`config.mk`:
```
export PLATFORM = sky130hd
export DESIGN_NAME = pipe_stage_reg
export DESIGN_NICKNAME = d
export VERILOG_FILES = /design/src/rtl/pipe_pkg.sv /design/src/rtl/pipe_entry.sv /design/src/rtl/pipe_stage_reg.sv
export SDC_FILE = /design/constraint.sdc
export NUM_CORES = 1
export LEC_CHECK = 0
export ABC_AREA = 1
export BUFFER_PORTS_ARGS = -buffer_cell sky130_fd_sc_hd__buf_2
export CAP_MARGIN = 20
export CELL_PAD_IN_SITES_DETAIL_PLACEMENT = 1
export CELL_PAD_IN_SITES_GLOBAL_PLACEMENT = 1
export CORE_ASPECT_RATIO = 1.25
export CORE_MARGIN = 5
export CORE_UTILIZATION = 31
export DETAILED_ROUTE_END_ITERATION = 10
export PLACE_DENSITY_LB_ADDON = 0.1
export SLEW_MARGIN = 20
export SYNTH_ARGS = -nofsm -noshare
export SYNTH_HDL_FRONTEND = slang
export SYNTH_HIERARCHICAL = 1
export SYNTH_SLANG_ARGS = --single-unit
export TNS_END_PERCENT = 1
```
`constraint.sdc`:
```
create_clock -name clk -period 1.5 [get_ports clk]
set_input_delay 0 -clock clk [delete_from_list [all_inputs] [get_ports clk]]
set_output_delay 0 -clock clk [all_outputs]
set_load 0.1 [all_outputs]
```
`src/rtl/pipe_pkg.sv`:
```
// rtl/pipe_pkg.sv - shared widths and MEM/WB field layout for pipe_stage_reg users
package pipe_pkg;

  localparam int PIPE_CTRL_W = 2;
  localparam int PIPE_DATA_W = 36;

  localparam int WB_DST_W    = 4;
  localparam int MEM_DATA_W  = 16;
  localparam int ALU_RES_W   = 16;

  localparam int ALU_RES_LSB  = 0;
  localparam int MEM_DATA_LSB = ALU_RES_LSB + ALU_RES_W;
  localparam int WB_DST_LSB   = MEM_DATA_LSB + MEM_DATA_W;

  localparam int CTRL_REG_WRT    = 0;
  localparam int CTRL_MEM_TO_REG = 1;

  typedef struct packed {
    logic [WB_DST_W-1:0]   wb_dst;
    logic [MEM_DATA_W-1:0] mem_data;
    logic [ALU_RES_W-1:0]  alu_result;
  } mem_wb_data_t;

  typedef struct packed {
    logic mem_to_reg;
    logic reg_wrt;
  } mem_wb_ctrl_t;

  function automatic logic [PIPE_DATA_W-1:0] pack_mem_wb(
    input logic [WB_DST_W-1:0]   wb_dst,
    input logic [MEM_DATA_W-1:0] mem_data,
    input logic [ALU_RES_W-1:0]  alu_result
  );
    mem_wb_data_t d;
    d.wb_dst     = wb_dst;
    d.mem_data   = mem_data;
    d.alu_result = alu_result;
    return d;
  endfunction

endpackage

```
`src/rtl/pipe_entry.sv`:
```
// rtl/pipe_entry.sv - one valid+ctrl+data pipeline register slot
module pipe_entry
  import pipe_pkg::*;
#(
  parameter int CTRL_W   = PIPE_CTRL_W,
  parameter int DATA_W   = PIPE_DATA_W,
  parameter bit DATA_RST = 1'b1
) (
  input  logic              clk,
  input  logic              rst,
  input  logic              clear,
  input  logic              load,
  input  logic              unload,
  input  logic [CTRL_W-1:0] d_ctrl,
  input  logic [DATA_W-1:0] d_data,
  output logic              valid,
  output logic [CTRL_W-1:0] ctrl,
  output logic [DATA_W-1:0] data
);

  logic              valid_q;
  logic [CTRL_W-1:0] ctrl_q;
  logic [DATA_W-1:0] data_q;

  // load wins over unload so a same-edge replace keeps the slot occupied
  always_ff @(posedge clk) begin
    if (rst || clear) begin
      valid_q <= 1'b0;
      ctrl_q  <= '0;
    end else if (load) begin
      valid_q <= 1'b1;
      ctrl_q  <= d_ctrl;
    end else if (unload) begin
      valid_q <= 1'b0;
      ctrl_q  <= '0;
    end
  end

  // payload is never cleared by flush, but a beat arriving in the flush cycle must not land
  generate
    if (DATA_RST) begin : g_data_rst
      always_ff @(posedge clk) begin
        if (rst) begin
          data_q <= '0;
        end else if (load && !clear) begin
          data_q <= d_data;
        end
      end
    end else begin : g_data_norst
      always_ff @(posedge clk) begin
        if (load && !clear) begin
          data_q <= d_data;
        end
      end
    end
  endgenerate

  assign valid = valid_q;
  assign ctrl  = valid_q ? ctrl_q : '0;
  assign data  = data_q;

endmodule

```
`src/rtl/pipe_stage_reg.sv`:
```
// rtl/pipe_stage_reg.sv - valid/ready inter-stage register, optional skid entry via PIPE_SKID_EN
module pipe_stage_reg
  import pipe_pkg::*;
#(
  parameter int CTRL_W   = PIPE_CTRL_W,
  parameter int DATA_W   = PIPE_DATA_W,
  parameter bit DATA_RST = 1'b1
) (
  input  logic              clk,
  input  logic              rst,
  input  logic              i_clear,
  input  logic              i_valid,
  output logic              o_ready,
  input  logic [CTRL_W-1:0] i_ctrl,
  input  logic [DATA_W-1:0] i_data,
  output logic              o_valid,
  input  logic              i_ready,
  output logic [CTRL_W-1:0] o_ctrl,
  output logic [DATA_W-1:0] o_data,
  output logic [1:0]        o_count
);

  logic              accept;
  logic              deliver;
  logic              head_load;
  logic              head_unload;
  logic              head_valid;
  logic [CTRL_W-1:0] head_ctrl;
  logic [DATA_W-1:0] head_data;
  logic [CTRL_W-1:0] head_d_ctrl;
  logic [DATA_W-1:0] head_d_data;

  assign accept  = i_valid && o_ready;
  assign deliver = head_valid && i_ready;

`ifdef PIPE_SKID_EN

  logic              skid_load;
  logic              skid_unload;
  logic              skid_valid;
  logic              skid_valid_nxt;
  logic [CTRL_W-1:0] skid_ctrl;
  logic [DATA_W-1:0] skid_data;
  logic              ready_q;

  // head refills from skid first; skid is only written when head stalls
  assign head_load   = (skid_valid && deliver) || (accept && (!head_valid || deliver));
  assign head_unload = deliver && !head_load;
  assign head_d_ctrl = skid_valid ? skid_ctrl : i_ctrl;
  assign head_d_data = skid_valid ? skid_data : i_data;

  assign skid_load      = accept && head_valid && !deliver;
  assign skid_unload    = skid_valid && deliver;
  assign skid_valid_nxt = skid_load || (skid_valid && !skid_unload);

  always_ff @(posedge clk) begin
    if (rst) begin
      ready_q <= 1'b0;
    end else if (i_clear) begin
      ready_q <= 1'b1;
    end else begin
      ready_q <= !skid_valid_nxt;
    end
  end

  pipe_entry #(
    .CTRL_W   (CTRL_W),
    .DATA_W   (DATA_W),
    .DATA_RST (DATA_RST)
  ) u_skid (
    .clk    (clk),
    .rst    (rst),
    .clear  (i_clear),
    .load   (skid_load),
    .unload (skid_unload),
    .d_ctrl (i_ctrl),
    .d_data (i_data),
    .valid  (skid_valid),
    .ctrl   (skid_ctrl),
    .data   (skid_data)
  );

  assign o_ready = ready_q;
  assign o_count = {1'b0, head_valid} + {1'b0, skid_valid};

`else

  logic ready_en;

  // holds o_ready low until the first edge after reset releases
  always_ff @(posedge clk) begin
    if (rst) begin
      ready_en <= 1'b0;
    end else begin
      ready_en <= 1'b1;
    end
  end

  assign head_load   = accept;
  assign head_unload = deliver;
  assign head_d_ctrl = i_ctrl;
  assign head_d_data = i_data;

  assign o_ready = ready_en && (!head_valid || i_ready);
  assign o_count = {1'b0, head_valid};

`endif

  pipe_entry #(
    .CTRL_W   (CTRL_W),
    .DATA_W   (DATA_W),
    .DATA_RST (DATA_RST)
  ) u_head (
    .clk    (clk),
    .rst    (rst),
    .clear  (i_clear),
    .load   (head_load),
    .unload (head_unload),
    .d_ctrl (head_d_ctrl),
    .d_data (head_d_data),
    .valid  (head_valid),
    .ctrl   (head_ctrl),
    .data   (head_data)
  );

  assign o_valid = head_valid;
  assign o_ctrl  = head_ctrl;
  assign o_data  = head_data;

endmodule

```
==> impl_metrics.csv <==
group,metric,value,unit
run_status,status,"finished clean",
synth,ys_seq_area_share,44.8,%
setup_path,crit_fanout,7,
place,dp_slack,0.283,ns
grt,grt_max_degree,24,
timing,max_freq,801,MHz
grt,track_usage,13.6,%
detailed_routing,drt_iter0_drc,86,
cts,cts_resized,0,
power_and_ir_drop,power.leakage,1.36,nW
cts,clk_pin_slew_worst_paths,0.08,ns
final_layout,nNetsFinal,391,
synth,synth_area_per_cell,6.79,um2
timing,rsz0062_at_grt,"false",
timing,post-route-min-period,1.25,ns
detailed_routing,wl_per_cell,12.0,um
place,place.gp.congestion,0.760,
detailed_routing,drcViolationCount,0,
timing,tns,0,ns
cts,cts_buffers,5,
cts,insertion_delay,0.29,ns
job,cap_violations,0,
setup_path,critical_path_required,1.50,ns
synth,synthesis.nets,306,
synth,synth-edff-count,0,
cts,cts.sinks,40,
place,place_inst,404,
final_layout,num-fill-cells,775,
synth,synth.largest_area_cell,"dfxtp_1",
setup_path,arrival,1.25,ns
final_layout,syn2layout_area_growth,34.0,%
setup_path,critPathKind,"flop to output port",
timing,finalHoldViolCount,0,
detailed_routing,vias,1819,
timing,slew_violations,0,
die,coreArea,5700,um2
die,die_y,94.9,um
timing,finClkSkew,0.00308,ns
synth,synth_area_leaders,"dfxtp_1, nor2_1, nand3_1",
synth,synthArstFlopShare,0,%
setup_path,critPathMostFrequentCell,"nand2_2",
synth,synth_seq_cells,40,
setup_path,max_stage_delay,0.41,ns
grt,grt_pass1_vias,1807,
grt,grt_overflow_total,0,
detailed_routing,firstDrtPassIters,4,
die,start_util,31.3,%
cts,cts_tree,"built",
synth,yosys-top-cells-count,"nor2_1, nand2_1, inv_1, dfxtp_1, nand3_1",
grt,antenna_found_initial,0,
power_and_ir_drop,powerDensity,1110,nW/um2
setup_path,cp_slowest_cell,"buf_2",
setup_path,worstPathCellList,"nand2_2 -> nand2_2 -> inv_1 -> buf_2",
timing,setup_viol,0,
die,die_area,7390,um2
setup_path,end_kind,"output port",
cts,cts_max_level,2,
synth,synth_area,1790,um2
place,io_buffers,83,
synth,synth-main-ff-cell,"dfxtp_1",
die,placementRows,31,
place,dp_hpwl,3640,um
synth,ys_types,14,
die,die_x,77.9,um
setup_path,cp-start-kind,"flop",
final_layout,diodes,0,
synth,synth_top_area_share,44.8,%
synth,yosysMostFrequentCell,"nor2_1",
detailed_routing,antenna_left,0,
final_layout,fin_util,42.0,%
final_layout,drive_gt1_share,33.6,%
grt,grt_pass1_wl,8070,um
synth,yosysWarningCount,6,
timing,finalCritPeriodShare,83.3,%
hold_path,hold_class,"input port to flop",
cts,cts-root-buf,"clkbuf_8",
timing,fin_ws,0.251,ns
detailed_routing,vias_per_cell,4.39,
cts,cts_buffer_depth,2,
power_and_ir_drop,ir_drop,494,uV
synth,synthCells,263,
detailed_routing,wl,4960,um
final_layout,final_cells,414,
die,io_pins,85,
## power by group
group          switching, mW  total, mW  internal, mW
clock                  0.367      0.777         0.410
sequential            0.0265       1.14          1.11
combinational          0.580      0.742         0.162
total                  0.973       2.66          1.69
## layout make-up
class,count,area (um2),share of cell area (%)
clock buffers,7,96.3,4.03
well taps,66,82.6,3.45
flip-flops and latches,40,802,33.5
multi-input cells,162,716,29.9
repair buffers,93,523,21.9
inverters,46,173,7.22
## per-stage QoR
stage	area [um2]	power, mW	hold WS [ns]
2_1_floorplan	1790	1.75	0.0565
3_5_place_dp	2270	1.91	0.182
4_1_cts	2390	2.71	0.00529
5_1_grt	2390	2.78	0.0190
6_report	2390	2.66	0.00853
3_3_place_gp	2270	1.90	0.175
## flip-flops by register name, summed over array words and instances (netlist names)
| register | flops |
|---|---|
| u_head/data | 36 |
| ready_en | 1 |
| u_head/valid | 1 |
| u_head/ctrl_q | 2 |
## critical path: cells and delay by family (launching register included)
family        cells  cell delay [ns]
buf+inv           2             0.46
simple gates      2             0.14
flops             1             0.36
## cell usage in the layout (no fill, tap or decap), types with 3 or more instances in the layout
master / n
clkbuf_8: 7
nor2_1: 61
nor2_2: 12
nand2_1: 45
dlygate4sd3_1: 3
dfxtp_1: 39
buf_2: 83
nand3_1: 36
buf_4: 5
inv_2: 3
inv_1: 43
a21oi_1: 3
## final timing paths
kind                                       start               end  slack [ns]  cells past startpoint
worst min register to register  u_head/ctrl_q[1]  u_head/ctrl_q[1]        0.48                      2
worst max register to register      u_head/valid      u_head/valid        0.27                      7
worst min-delay path                  i_data[29]   u_head/data[29]       0.009                      5
worst max-delay path                u_head/valid           o_ready        0.25                      4
## cell families (layout without fill, tap and decap cells)
family | count (synthesis) | count (layout) | share of synthesized area (%)
buffers and inverters | 61 | 146 | 15.3
AOI/OAI and AO/OA | 3 | 3 | 0.841
DFF | 40 | 40 | 44.8
other | 1 | 1 | 0.210
and+or+nand+nor | 158 | 158 | 38.8
## layer usage
metal / vias to the layer above / routed length [um] / track usage, %
met1: 830 / 2090 / 15.3
met4: 0 / 53 / 5.16
met5: - / 0 / 0
met2: 49 / 2550 / 24.2
li1: 936 / - / -
met3: 4 / 264 / 3.72
## what timing repair did
action	CTS	global route
hold buffers	3	0
endpoints found under the hold margin	3	0
buffers inserted	0	0
Power figures use the tool's default switching activity.
